**src/rtl/round_robin_arbiter_4_pkg.sv**
```systemverilog
// Shared constants and state encoding for the four-way round-robin arbiter.
package round_robin_arbiter_4_pkg;

  localparam int unsigned NumReq   = 4;
  localparam int unsigned IdxW     = 2;
  localparam int unsigned HoldCntW = 8;

  typedef enum logic {
    StIdle  = 1'b0,
    StGrant = 1'b1
  } state_e;

endpackage

```
**src/rtl/two_to_four_decoder_gatelevel_module.sv**
```systemverilog
// Gate-level 2:4 decoder: b is the MSB, a the LSB of the selected output index.
module two_to_four_decoder_gatelevel_module (
  input  logic a,
  input  logic b,
  output logic out0,
  output logic out1,
  output logic out2,
  output logic out3
);

  logic na;
  logic nb;

  not u_not_a (na, a);
  not u_not_b (nb, b);

  and u_and_0 (out0, na, nb);
  and u_and_1 (out1, a,  nb);
  and u_and_2 (out2, na, b);
  and u_and_3 (out3, a,  b);

endmodule

```
**src/rtl/round_robin_arbiter_4.sv**
```systemverilog
// Four-requester round-robin arbiter with a bounded hold time and a one-hot grant vector.
// All outputs come from registered state; the only logic after the flops is the decoder and gate.
module round_robin_arbiter_4
  import round_robin_arbiter_4_pkg::*;
#(
  parameter int unsigned MAX_HOLD = 16
) (
  input  logic              clk,
  input  logic              reset,
  input  logic [NumReq-1:0] req,
  output logic [NumReq-1:0] gnt,
  output logic              gnt_valid,
  output logic [IdxW-1:0]   gnt_idx,
  output logic              timeout
);

  localparam logic [HoldCntW-1:0] HoldLast = HoldCntW'(MAX_HOLD - 1);

  state_e              state_q, state_d;
  logic [IdxW-1:0]     idx_q, idx_d;
  logic [IdxW-1:0]     ptr_q, ptr_d;
  logic [HoldCntW-1:0] hold_q, hold_d;
  logic                timeout_q, timeout_d;
  logic [NumReq-1:0]   dec;

  // First requester after the last owner, wrapping mod 4; the last owner itself is checked last.
  function automatic logic [IdxW-1:0] rr_pick(input logic [NumReq-1:0] r,
                                              input logic [IdxW-1:0]   p);
    logic [IdxW-1:0] idx;
    logic            found;
    rr_pick = p;
    found   = 1'b0;
    for (int k = 1; k <= NumReq; k++) begin
      idx = p + IdxW'(k);
      if (!found && r[idx]) begin
        rr_pick = idx;
        found   = 1'b1;
      end
    end
  endfunction

  always_comb begin
    state_d   = state_q;
    idx_d     = idx_q;
    ptr_d     = ptr_q;
    hold_d    = hold_q;
    timeout_d = 1'b0;
    case (state_q)
      StIdle: begin
        if (|req) begin
          state_d = StGrant;
          idx_d   = rr_pick(req, ptr_q);
          ptr_d   = idx_d;
          hold_d  = '0;
        end
      end
      StGrant: begin
        hold_d = hold_q + 1'b1;
        // Voluntary release takes precedence over the hold limit.
        if (!req[idx_q]) begin
          state_d = StIdle;
        end else if (hold_q == HoldLast) begin
          state_d   = StIdle;
          timeout_d = 1'b1;
        end
      end
      default: state_d = StIdle;
    endcase
  end

  always_ff @(posedge clk) begin
    if (reset) begin
      state_q   <= StIdle;
      idx_q     <= '0;
      ptr_q     <= IdxW'(NumReq - 1);
      hold_q    <= '0;
      timeout_q <= 1'b0;
    end else begin
      state_q   <= state_d;
      idx_q     <= idx_d;
      ptr_q     <= ptr_d;
      hold_q    <= hold_d;
      timeout_q <= timeout_d;
    end
  end

  two_to_four_decoder_gatelevel_module u_dec (
    .a    (idx_q[0]),
    .b    (idx_q[1]),
    .out0 (dec[0]),
    .out1 (dec[1]),
    .out2 (dec[2]),
    .out3 (dec[3])
  );

  assign gnt_valid = (state_q == StGrant);
  assign gnt       = dec & {NumReq{gnt_valid}};
  assign gnt_idx   = idx_q;
  assign timeout   = timeout_q;

endmodule

```
**config.mk**
```make
export PLATFORM = sky130hd
export DESIGN_NAME = round_robin_arbiter_4
export DESIGN_NICKNAME = d
export VERILOG_FILES = /design/src/rtl/round_robin_arbiter_4_pkg.sv /design/src/rtl/two_to_four_decoder_gatelevel_module.sv /design/src/rtl/round_robin_arbiter_4.sv
export SDC_FILE = /design/constraint.sdc
export NUM_CORES = 1
export LEC_CHECK = 0
export BUFFER_PORTS_ARGS = -buffer_cell sky130_fd_sc_hd__buf_2
export CORE_MARGIN = 1.5
export CORE_UTILIZATION = 25
export DETAILED_ROUTE_END_ITERATION = 10
export PLACE_DENSITY = 0.48
export SYNTH_ARGS = -nofsm -noshare
export SYNTH_HDL_FRONTEND = slang
export SYNTH_HIERARCHICAL = 1
export SYNTH_SLANG_ARGS = --single-unit
```
**constraint.sdc**
```tcl
create_clock -name clk -period 4.7 [get_ports clk]
set_clock_uncertainty 0.15 [all_clocks]
set_input_delay 0.235 -clock clk [delete_from_list [all_inputs] [get_ports clk]]
set_output_delay 0.235 -clock clk [all_outputs]
set_load 0.02 [all_outputs]
```
; Yosys cells after proc, flatten, opt, wreduce, memory -nomap -nowiden
; Index checks and enable logic that the tools add are counted.
[totals]
output_inout_bits = 8
wordCells = 64
reg_bits = 14
in_bits = 6
[op_classes]
n_bitwise = 9
muxes = 30
n_eq_ne = 2
add_sub_neg = 4
n_reduce_logical = 9
magnitude_cmp = 5
[ops]
columns = op, n
row1 = $mux 1, 18
row2 = $pmux 8 s2, 1
row3 = $lt 2x3->1 const B, 5
row4 = $bmux 1 s2, 5
row5 = $add 8x1->8 const B, 1
row6 = $eq 8x4->1 const B, 1
row7 = $mux 2, 4
row8 = $mux 8, 1
row9 = $add 2x2->2 const B, 2
row10 = $and 1x1->1, 4
row11 = $and 4x4->4, 1
row12 = $not 1->1, 4
row13 = $reduce_or 4->1, 1
row14 = $logic_and 1x1->1, 3
row15 = $logic_not 1->1, 3
row16 = $reduce_or 3->1, 1
row17 = $add 2x1->2 const B, 1
row18 = $ne 2x2->1 const B, 1
row19 = $pmux 1 s2, 1
row20 = $reduce_and 2->1, 1

; Longest topological paths before layout
[depth]
word_depth = 19
depth_mapped = 6
depth_no_buf = 4

; Modules after synthesis
; The synthesis kept the hierarchy.
[by_module_without_submodules]
columns = mod, n_inst, seq_area_each_um2, cells_each, area_each_um2
row1 = round_robin_arbiter_4, 1, 280.3, 102, 855.8
row2 = two_to_four_decoder_gatelevel_module, 1, 0.0, 4, 26.3

; Least setup slack after synthesis
; No wires, ideal clock.
[synth_timing]
path_kind = reg-to-reg
start = register state_q, in the netlist gnt_valid
end = register ptr_q[0]
path_stages_with_launch = 5
setup_time_ps = 122
t_required_ps = 4428
period_less_slack_ps = 1750
t_arrival_ps = 1479
slack_ps = 2950
n_path_buf = 1
cell_sequence = dfxtp_1 > or2_1 > buf_6 > or3_1 > a221o_1
[synth_via]
elab_chain_len = 2
[synth_rtl]
columns = item, line_no
row1 = from (decl), round_robin_arbiter_4.sv:19  ; state_e state_q, state_d;
row2 = from (signal assigned), round_robin_arbiter_4.sv:73  ; state_q <= StIdle;
row3 = from (signal assigned), round_robin_arbiter_4.sv:79  ; state_q <= state_d;
row4 = $not 1->1, n/a
row5 = $reduce_and 2->1 (no line), n/a
row6 = to (signal assigned), round_robin_arbiter_4.sv:75  ; ptr_q <= IdxW'(NumReq - 1);
row7 = to (signal assigned), round_robin_arbiter_4.sv:81  ; ptr_q <= ptr_d;
row8 = to (decl), round_robin_arbiter_4.sv:21  ; logic [IdxW-1:0] ptr_q, ptr_d;
; No other way between the ends.
; A chain may end at the register's enable or synchronous reset.

; Worst setup path after layout
; Ends and elaborated chain as after synthesis.

==> impl_metrics.csv <==
group,metric,value,unit
global_routing,grt_max_degree,18,
clock_network,cts_resized,0,
cells_and_area,final_layout_size_suffix_gt1_share,20.2,%
yosys,post-synth-top-area-cell,"dfxtp_1",
yosys,ys_warn_count,6,
yosys,synth_area,882,um2
setup_path,start_kind,"flip-flop",
sta,max_freq,532,MHz
drt,avgViaCountPerCell,4.89,
die,core_region_area,3360,um2
sta,worst_pin_slew,0.521,ns
yosys,synth_edf_count,0,
clock_network,insertion_delay,0.29,ns
run_status,status,"completed",
yosys,ys_seq_area_share,31.8,%
place,place.gp.congestion,0.734,
global_routing,gr-usage-all-layers,10.4,%
die,chipWidth,62.4,um
die,num_io_pins,14,
global_routing,antenna_found_initial,0,
clock_network,cts_buffer_depth,2,
die,die_h,62.4,um
flow_run,max_cap_viol_count,0,
drt,ant_nets,0,
cells_and_area,area_growth,10.4,%
sta,rsz0062_at_grt,"false",
cells_and_area,diodes,0,
sta,fin_setup_tns,0,ns
cells_and_area,mostFrequentLayoutCells,"dfxtp_1, buf_2, a21oi_1, nor2_1",
pwr,powerDensity,332,nW/um2
yosys,synthTopCellsByArea,"dfxtp_1, a21oi_1, buf_6",
die,initial_core_util,26.2,%
clock_network,cts_tree,"yes",
yosys,ys.flop_type,"dfxtp_1",
clock_network,h-tree-depth,1,
setup_path,cp.required,4.73,ns
pwr,leakage,0.369,nW
cells_and_area,final_common_cell,"dfxtp_1",
sta,period_share,40.0,%
sta,setup_violations,0,
setup_path,crit_type,"reg -> reg",
drt,routed_wl,1880,um
sta,slew_violations,0,
drt,vias,782,
pwr,ir_drop,0.137,mV
sta,layout_min_cycle_time,1.88,ns
yosys,synth-async-reset-ratio,0,%
clock_network,cts_buffers,3,
setup_path,cp.arrival,1.91,ns
global_routing,grt.overflow.total,0,
clock_network,clk_pin_slew_worst_paths,0.09,ns
setup_path,path_max_fanout,17,
setup_path,cp-end-kind,"flip-flop",
place,post-dp-hpwl,1380,um
clock_network,cts_root_buf,"clkbuf_4",
place,io_buffers,13,
yosys,syn_area_per_cell,8.32,um2
die,design.die.area,3890,um2
sta,slew_headroom,65.0,%
global_routing,grt_first_pass_wirelength,3210,um
clock_network,post_cts_buffers,0,
place,dpl.cell_count,156,
drt,drc,0,
cells_and_area,fin_cells,160,
drt,drt-initial-drc-count,24,
clock_network,ctsHoldBuffers,0,
yosys,yosys.cell_types.count,43,
sta,hold_violations,0,
yosys,synth_top_area_share,31.8,%
clock_network,numClockSinks,14,
die,fp-row-count,21,
drt,detail_route.wl_per_cell,11.7,um
global_routing,grt_pass1_vias,716,
yosys,netlist_instances,106,
cells_and_area,nets,122,
yosys,ys_ff_latch,14,
sta,hold_slack,0.143,ns
yosys,synth_nets,113,
drt,dr.pass1.iters,4,
worst_hold_path,hp-class,"in -> reg",
power by group:
group	internal, W	total (W)	leakage, nW	switching (W)
clock network	0.0000472	0.0000904	0.0210	0.0000431
registers	0.000129	0.000151	0.114	0.0000229
logic	0.0000356	0.0000814	0.233	0.0000458
flip-flops by register name, indices dropped and copies added, names as in the netlist:
signal,count
gnt_idx,2
ptr_q,2
hold_q,8
gnt_valid,1
timeout,1
worst paths after layout:
| kind | start | endpoint | slack, ns | cells past startpoint |
|---|---|---|---|---|
| setup reg to reg | gnt_valid$_SDFF_PP0_ | ptr_q[0]$_SDFFE_PP1P_ | 2.82 | 3 |
| setup / recovery | gnt_valid$_SDFF_PP0_ | ptr_q[0]$_SDFFE_PP1P_ | 2.82 | 3 |
| hold / removal | reset | hold_q[0]$_SDFFE_PP0P_ | 0.14 | 2 |
| hold reg to reg | hold_q[7]$_SDFFE_PP0P_ | hold_q[7]$_SDFFE_PP0P_ | 0.37 | 2 |
cells by family after synthesis:
family | Yosys count | share of synthesized area, %
AOI/OAI and AO/OA | 30 | 22.1
xor gates and xnor gates | 1 | 0.993
adders and majority gates | 1 | 1.42
buffers and inverters | 12 | 8.94
DFF | 14 | 31.8
muxes | 4 | 4.68
and+or+nand+nor | 44 | 30.1
final cells by class:
cell class | count | area, um2
fill | 392 | 2390
clock buffer | 4 | 36.3
tap | 46 | 57.6
timing repair buffer | 13 | 65.1
multi-input combinational | 80 | 523
sequential | 14 | 280
inverter | 3 | 11.3
cell usage after synthesis, types with 2 or more instances:
| cell type | n |
|---|---|
| nor4_1 | 2 |
| and2_1 | 4 |
| o211ai_1 | 2 |
| o41ai_1 | 2 |
| dfxtp_1 | 14 |
| or3_1 | 3 |
| nor3_1 | 4 |
| nand2b_1 | 3 |
| buf_6 | 4 |
| o21ai_0 | 4 |
| mux2i_1 | 3 |
| clkbuf_1 | 4 |
| nand3_1 | 4 |
| nand2_1 | 2 |
| nand4_1 | 2 |
| nor2_1 | 6 |
| nor2b_1 | 3 |
| inv_1 | 3 |
| a21oi_1 | 12 |
| a211oi_1 | 2 |
worst max-delay path: stages (launching register included):
cell and delay [ns]:
dfxtp_1 0.46, or2_1 0.41, or3_1 0.41, a221o_1 0.35
stage by stage:
step           area, um2  power (W)  setup WS (ns)  util (%)
2_1_floorplan        882   0.000219           2.95         -
3_3_place_gp         937   0.000234           2.88      27.9
3_5_place_dp         937   0.000236           2.83      27.9
4_1_cts              973   0.000327           2.81      28.9
5_1_grt              973   0.000344           2.74      28.9
6_report             973   0.000323           2.82      28.9
layer usage:
| layer | GRT usage (%) | wire (um) | vias up |
|---|---|---|---|
| met4 | 4.17 | 29 | 0 |
| met3 | 3.78 | 83 | 4 |
| li1 | - | - | 408 |
| met5 | 0 | 0 | - |
| met2 | 16.4 | 873 | 19 |
| met1 | 12.9 | 891 | 351 |
Power figures use the tool's default switching activity.
